## src/rtl/box_overlay.sv

```systemverilog
// Multi-rectangle video overlay with a double-buffered box bank and a fixed two-cycle pipeline.
// Lowest box index wins where boxes overlap; vde low forces black.
module box_overlay #(
  parameter int unsigned NUM_BOXES = 4,
  parameter int unsigned COORD_W   = 10,
  parameter int unsigned COLOR_W   = 8,
  localparam int unsigned IDX_W    = (NUM_BOXES > 1) ? $clog2(NUM_BOXES) : 1
) (
  input  logic                 clk,
  input  logic                 rst,
  input  logic                 cfg_we,
  input  logic [IDX_W-1:0]     cfg_idx,
  input  logic                 cfg_en,
  input  logic                 cfg_outline,
  input  logic [COORD_W-1:0]   cfg_x0,
  input  logic [COORD_W-1:0]   cfg_x1,
  input  logic [COORD_W-1:0]   cfg_y0,
  input  logic [COORD_W-1:0]   cfg_y1,
  input  logic [3*COLOR_W-1:0] cfg_color,
  input  logic                 frame_start,
  input  logic [COORD_W-1:0]   x,
  input  logic [COORD_W-1:0]   y,
  input  logic                 vde,
  input  logic                 hsync,
  input  logic                 vsync,
  input  logic [COLOR_W-1:0]   base_red,
  input  logic [COLOR_W-1:0]   base_green,
  input  logic [COLOR_W-1:0]   base_blue,
  output logic [COLOR_W-1:0]   red,
  output logic [COLOR_W-1:0]   green,
  output logic [COLOR_W-1:0]   blue,
  output logic                 vde_o,
  output logic                 hsync_o,
  output logic                 vsync_o
);

  localparam int unsigned PIX_W = 3 * COLOR_W;

  logic [NUM_BOXES-1:0] sh_en, sh_ol, act_en, act_ol;
  logic [COORD_W-1:0]   sh_x0  [NUM_BOXES];
  logic [COORD_W-1:0]   sh_x1  [NUM_BOXES];
  logic [COORD_W-1:0]   sh_y0  [NUM_BOXES];
  logic [COORD_W-1:0]   sh_y1  [NUM_BOXES];
  logic [PIX_W-1:0]     sh_col [NUM_BOXES];
  logic [COORD_W-1:0]   act_x0  [NUM_BOXES];
  logic [COORD_W-1:0]   act_x1  [NUM_BOXES];
  logic [COORD_W-1:0]   act_y0  [NUM_BOXES];
  logic [COORD_W-1:0]   act_y1  [NUM_BOXES];
  logic [PIX_W-1:0]     act_col [NUM_BOXES];

  logic                 wr_ok;
  assign wr_ok = cfg_we && (32'(cfg_idx) < 32'(NUM_BOXES));

  // The swap reads shadow before this edge's write lands, so a same-cycle write waits a frame.
  always_ff @(posedge clk) begin
    if (rst) begin
      sh_en  <= '0;
      sh_ol  <= '0;
      act_en <= '0;
      act_ol <= '0;
      for (int i = 0; i < int'(NUM_BOXES); i++) begin
        sh_x0[i]   <= '0;
        sh_x1[i]   <= '0;
        sh_y0[i]   <= '0;
        sh_y1[i]   <= '0;
        sh_col[i]  <= '0;
        act_x0[i]  <= '0;
        act_x1[i]  <= '0;
        act_y0[i]  <= '0;
        act_y1[i]  <= '0;
        act_col[i] <= '0;
      end
    end else begin
      if (wr_ok) begin
        sh_en[cfg_idx]  <= cfg_en;
        sh_ol[cfg_idx]  <= cfg_outline;
        sh_x0[cfg_idx]  <= cfg_x0;
        sh_x1[cfg_idx]  <= cfg_x1;
        sh_y0[cfg_idx]  <= cfg_y0;
        sh_y1[cfg_idx]  <= cfg_y1;
        sh_col[cfg_idx] <= cfg_color;
      end
      if (frame_start) begin
        act_en  <= sh_en;
        act_ol  <= sh_ol;
        act_x0  <= sh_x0;
        act_x1  <= sh_x1;
        act_y0  <= sh_y0;
        act_y1  <= sh_y1;
        act_col <= sh_col;
      end
    end
  end

  logic [NUM_BOXES-1:0] hit;

  always_comb begin
    hit = '0;
    for (int i = 0; i < int'(NUM_BOXES); i++) begin
      hit[i] = act_en[i]
            && (x >= act_x0[i]) && (x <= act_x1[i])
            && (y >= act_y0[i]) && (y <= act_y1[i])
            && (!act_ol[i] || (x == act_x0[i]) || (x == act_x1[i])
                           || (y == act_y0[i]) || (y == act_y1[i]));
    end
  end

  // Colours travel with the hit vector so a bank swap cannot recolour in-flight pixels.
  logic [NUM_BOXES-1:0] s1_hit;
  logic [PIX_W-1:0]     s1_col [NUM_BOXES];
  logic [PIX_W-1:0]     s1_base;
  logic                 s1_vde, s1_hs, s1_vs;

  always_ff @(posedge clk) begin
    if (rst) begin
      s1_hit  <= '0;
      s1_base <= '0;
      s1_vde  <= 1'b0;
      s1_hs   <= 1'b0;
      s1_vs   <= 1'b0;
      for (int i = 0; i < int'(NUM_BOXES); i++) begin
        s1_col[i] <= '0;
      end
    end else begin
      s1_hit  <= hit;
      s1_col  <= act_col;
      s1_base <= {base_red, base_green, base_blue};
      s1_vde  <= vde;
      s1_hs   <= hsync;
      s1_vs   <= vsync;
    end
  end

  logic [PIX_W-1:0] sel_col;

  always_comb begin
    sel_col = s1_base;
    for (int i = int'(NUM_BOXES) - 1; i >= 0; i--) begin
      if (s1_hit[i]) begin
        sel_col = s1_col[i];
      end
    end
    if (!s1_vde) begin
      sel_col = '0;
    end
  end

  always_ff @(posedge clk) begin
    if (rst) begin
      red     <= '0;
      green   <= '0;
      blue    <= '0;
      vde_o   <= 1'b0;
      hsync_o <= 1'b0;
      vsync_o <= 1'b0;
    end else begin
      {red, green, blue} <= sel_col;
      vde_o   <= s1_vde;
      hsync_o <= s1_hs;
      vsync_o <= s1_vs;
    end
  end

endmodule

```

## config.mk

```make
export PLATFORM = sky130hd
export DESIGN_NAME = box_overlay
export DESIGN_NICKNAME = d
export VERILOG_FILES = /design/src/rtl/box_overlay.sv
export SDC_FILE = /design/constraint.sdc
export NUM_CORES = 1
export LEC_CHECK = 0
export CAP_MARGIN = 20
export CORE_MARGIN = 3
export CORE_UTILIZATION = 60
export DETAILED_ROUTE_END_ITERATION = 10
export GPL_ROUTABILITY_DRIVEN = 0
export GPL_TIMING_DRIVEN = 0
export PLACE_DENSITY_LB_ADDON = 0.2
export SYNTH_ARGS = -nofsm -noshare
export SYNTH_HDL_FRONTEND = slang
export SYNTH_SLANG_ARGS = --single-unit
```

## constraint.sdc

```tcl
create_clock -name clk -period 2.5 [get_ports clk]
set_clock_uncertainty 0.2 [all_clocks]
set_input_delay 0.5 -clock clk [delete_from_list [all_inputs] [get_ports clk]]
set_output_delay 0.5 -clock clk [all_outputs]
set_load 0.05 [all_outputs]
```

# Word level (Yosys, flattened, before mapping)
# Index checks and enable logic that the tools add are counted.
[op_classes]
bitwise = 2
n_eq_ne = 16
order_cmp = 20
n_reduce_logical = 43
muxes = 17
[op_table]
columns = ["operator", "n"]
rows = [
  ["$bwmux W40", 4],
  ["$eq A10 B10 Y1", 16],
  ["$mux W24", 5],
  ["$bwmux W96", 1],
  ["$ge A10 B10 Y1", 8],
  ["$le A10 B10 Y1", 8],
  ["$demux W24 S2", 1],
  ["$logic_and A1 B1 Y1", 22],
  ["$demux W10 S2", 1],
  ["$logic_or A1 B1 Y1", 16],
  ["$mux W10", 1],
  ["$bwmux W4", 2],
  ["$logic_not A1 Y1", 4],
  ["$ge A3 B3 Y1 const B", 1],
  ["$lt A2 B3 Y1 const B", 1],
  ["$lt A3 B1 Y1 const B", 1],
  ["$not A2 Y3", 1],
  ["$demux W1 S2", 1],
  ["$ge A2 B1 Y1 const B", 1],
  ["$reduce_or A2 Y1", 1],
  ["$mux W1", 1],
  ["$not A1 Y1", 1],
]
[word_totals]
word_cells = 157
input_bits = 119
out_inout_bits = 27
reg_bits = 682

# Logic depth before layout (Yosys ltp)
[depth]
ltp_word = 6
mapped_depth = 8
depth_no_buf = 8

# Least setup slack after synthesis
# OpenSTA, ideal clock, no wires.
[synth_timing]
path_type = "input to register"
startpoint = "input port y[0]"
endpoint = "register s1_hit[3]"
arrival_time_ps = 1796
path_stages = 8
setup_ps = 121
t_required_ps = 2179
slack_ps = 383
n_path_buf = 0
cell_sequence = "inv_1 -> ha_1 -> nand2b_1 -> a21oi_1 -> nor3_2 -> a2111oi_0 -> or4b_1 -> nor3_2"
[synth_via]
elab_chain_len = 4
word_cells_on_any_way = 9
cone_classes = "order compare (2); eq/ne (2); reduce/logical (5)"
[synth_rtl]
columns = ["item", "line_no", "rtl"]
rows = [
  ["start, declared", "22", "input logic [COORD_W-1:0] y,"],
  ["$ge A10 B10 Y1 or $eq A10 B10 Y1 (tied branches)", "102, 104", ""],
  ["$logic_and A1 B1 Y1 or $logic_or A1 B1 Y1 (tied branches) (2 in a row)", "102, 104", ""],
  ["$logic_and A1 B1 Y1 *", "103", "&& (!act_ol[i] || (x == act_x0[i]) || (x == act_x1[i])"],
  ["end signal, assigned", "125", "s1_hit <= hit;"],
  ["end, declared", "109", "logic [NUM_BOXES-1:0] s1_hit;"],
]
# Every way passes the cells marked *; elsewhere a longest branch is shown, timed or not.
# A chain may end at the register's enable or synchronous reset.

# Final worst setup path
[layout_timing]
startpoint = "input port y[1]"
endpoint = "register s1_hit[2]"
# The elaborated chain is that of the path after synthesis.

==> impl_metrics.csv <==
group,metric,value,unit
synth,syn_area_per_cell,8.95,sq um
placed_design,dp_cells,3781,
critical_path,required,2.82,ns
synth,synth_edf_count,0,
layout,design_area,31800,sq um
layout,register_area,13700,sq um
synth,ys_seq_area_share,50.1,%
flow_run,drv_cap,0,
placed_design,place_area,29400,sq um
synth,synth_nets,3324,
power,clock_power_share,43.4,%
grt,antenna_found_initial,0,
critical_path,critical_path_class,"in2reg",
clock_tree,cts_made_buffers,70,
critical_path,crit_path_start_kind,"input pin",
detailed_routing,routed_wl,73600,um
timing,finalHoldViolations,0,
critical_path,slowest_stage,"clkdlybuf4s50_1",
critical_path,crit_fanout,8,
power,ir_worst_vdd,690,uV
detailed_routing,vias_per_cell,5.54,
clock_tree,cts_buffer_depth,3,
clock_tree,clk_pin_slew_worst_paths,0.06,ns
detailed_routing,drt_first_pass_iters,6,
placed_design,dpl.hpwl,52500,um
synth,synthCells,3045,
layout,nFillCells,3347,
placed_design,pre_cts_slack,-1.54,ns
critical_path,end_kind,"flip-flop",
power,powerDensity,728,nW/um^2
layout,fin_util,71.4,%
min_path,min_path_type,"reg2reg",
clock_tree,root_buffer,"clkbuf_16",
timing,fin_crit,2.51,ns
synth,ys.flop_type,"dfxtp_1",
timing,worst_pin_slew,0.763,ns
die,num_rows,77,
synth,ys_warn_count,0,
grt,grt_pass1_vias,21800,
grt,grt_overflow,0,
timing,maxSlewViolCount,0,
die,start_util,61.3,%
layout,multiInputGateArea,12300,sq um
critical_path,crit_chain,"clkdlybuf4s50_1 > ha_1 > nand3_1 > nor2_1 > a31oi_1 > o311ai_1 > o211ai_1 > a211oi_2",
grt,grtUsageTotal,30.5,%
critical_path,rrSetupSlack,0.08,ns
synth,yosysUniqueCellTypes,44,
power,p_int,17.7,mW
clock_tree,htreeDepth,3,
detailed_routing,vias,21600,
detailed_routing,ant_nets,0,
power,total_power,23.1,mW
layout,nets,3545,
placed_design,portBuffers,144,
power,total_leakage_power,12.5,nW
detailed_routing,drcViolationCount,0,
layout,layoutNonFillerInstCount,3905,
clock_tree,worstSkewPairLatency,0.60,ns
die,fp.dieArea,48000,sq um
synth,synth_area,27300,sq um
critical_path,worstPathArrival,2.83,ns
timing,fin_tns_setup,-0.0125,ns
layout,drive_gt1_share,7.12,%
die,die-height,219,um
timing,finalSetupViolCount,1,
clock_tree,ctsHoldBuffers,0,
die,die_w,219,um
layout,syn_to_final_growth,16.5,%
layout,layout_common_cells,"682 x dfxtp_1, 574 x nand2_1, 342 x a21oi_1, 331 x nor2_1, 312 x mux2i_1",
timing,fin_ws,-0.0125,ns
timing,worst_hold_slack,0.240,ns
power,switching_share,23.7,%
grt,grt_max_degree,15,
timing,period_share,100,%
layout,final_common_cell,"dfxtp_1",
layout,diodes,0,
power,p_comb_share,7.9,%
detailed_routing,drtIter0Drc,1572,
power,seqPwrFrac,48.6,%
outcome,violations,"negative setup slack",
outcome,status,"finished, violations left",
grt,grt_pass1_wl,114000,um
die,coreArea,44500,sq um
timing,slew_headroom,49.1,%
power,switching_power,5.49,mW
die,ios,146,
synth,async_reset_ff_share,0,%
detailed_routing,wl_per_cell,18.9,um
clock_tree,clkSinkCount,682,
clock_tree,cts_tree,"done",
synth,synth.ff_latch_count,682,
timing,fmaxAchievable,398,MHz
critical_path,slowest_delay,0.73,ns
cell type report:
type	instances	area share [%]
multi-input cells	2030	38.8
repair buffers	149	4.55
plain buffers	178	2.52
clock inverters	15	0.398
clock buffers	104	6.52
inverters	155	1.86
well taps	592	2.33
flip-flops and latches	682	43.0
sequential cells by signal, summed over array words and instances, names as in the netlist, 8 cells and up:
name / cells
sh_x0: 40
green: 8
s1_col: 96
act_x0: 40
sh_col: 96
act_col: 96
act_x1: 40
sh_x1: 40
blue: 8
s1_base: 24
sh_y1: 40
act_y0: 40
red: 8
sh_y0: 40
act_y1: 40
Yosys cell counts (all sizes together), types with 3 or more instances:
master / instances / area [sq um]
nor3: 11 / 65.1
mux2i: 312 / 3120
nand4: 27 / 181
nor4: 4 / 25.0
nand3: 9 / 45.0
nor2b: 132 / 826
and4: 4 / 35.0
or4: 3 / 22.5
a21o: 18 / 136
a211oi: 11 / 92.6
ha: 160 / 2000
inv: 155 / 582
nand2: 574 / 2150
clkbuf: 74 / 278
o211ai: 5 / 37.5
or3b: 3 / 26.3
buf: 104 / 508
a31oi: 8 / 50.1
nor2: 332 / 1250
nand2b: 9 / 56.3
a21oi: 342 / 1710
dfxtp: 682 / 13700
nor3b: 3 / 27.5
o311ai: 3 / 26.3
o2111ai: 3 / 26.3
o21ai: 43 / 215
routing by layer:
layer / wire length, um / global-route usage, % / vias to the layer above
met4: 3610 / 14.5 / 0
met3: 4710 / 5.62 / 230
met1: 28600 / 35.5 / 10200
met2: 36700 / 54.2 / 758
li1: - / - / 10500
met5: 0 / 0 / -
what timing repair did:
action / in CTS / in global routing
endpoints found under the setup margin: 58 / 149
pin swaps: 1 / 3
buffers inserted: 3 / 2
gates resized for setup: 37 / 33
cloned: 0 / 0
critical path, delay by kind of cell:
| family | cells | cell delay, ns |
|---|---|---|
| simple gates | 2 | 0.19 |
| compound gates | 4 | 0.94 |
| buf+inv | 1 | 0.73 |
| fa+ha+maj | 1 | 0.48 |
worst paths after layout:
check / startpoint / endpoint / cells past startpoint
worst max-delay path: y[1] / s1_hit[2]$_SDFF_PP0_ / 8
worst min-delay path: s1_vs$_SDFF_PP0_ / vsync_o$_SDFF_PP0_ / 1
worst max register to register: act_x1[25]$_SDFFE_PP0P_ / s1_hit[1]$_SDFF_PP0_ / 8
worst min register to register: s1_vs$_SDFF_PP0_ / vsync_o$_SDFF_PP0_ / 1
logic make-up (layout without fill, tap and decap cells):
logic type / count (synthesis) / count (layout) / synth area share [%]
and+or+nand+nor: 1118 / 1118 / 17.5
AOI/OAI and AO/OA: 440 / 440 / 8.65
muxes: 312 / 312 / 11.5
DFF: 682 / 682 / 50.1
adders and majority gates: 160 / 160 / 7.34
buffers and inverters: 333 / 601 / 5.02
power groups by stage:
stage               Sequential, mW  Combinational (mW)  Clock [mW]
floorplan                     11.5                1.03           0
global placement              11.5                1.72           0
detailed placement            11.5                1.78           0
CTS                           11.3                1.81        10.1
global route                  11.3                2.00        10.6
finish                        11.3                1.83        10.1
Power figures use the tool's default switching activity.
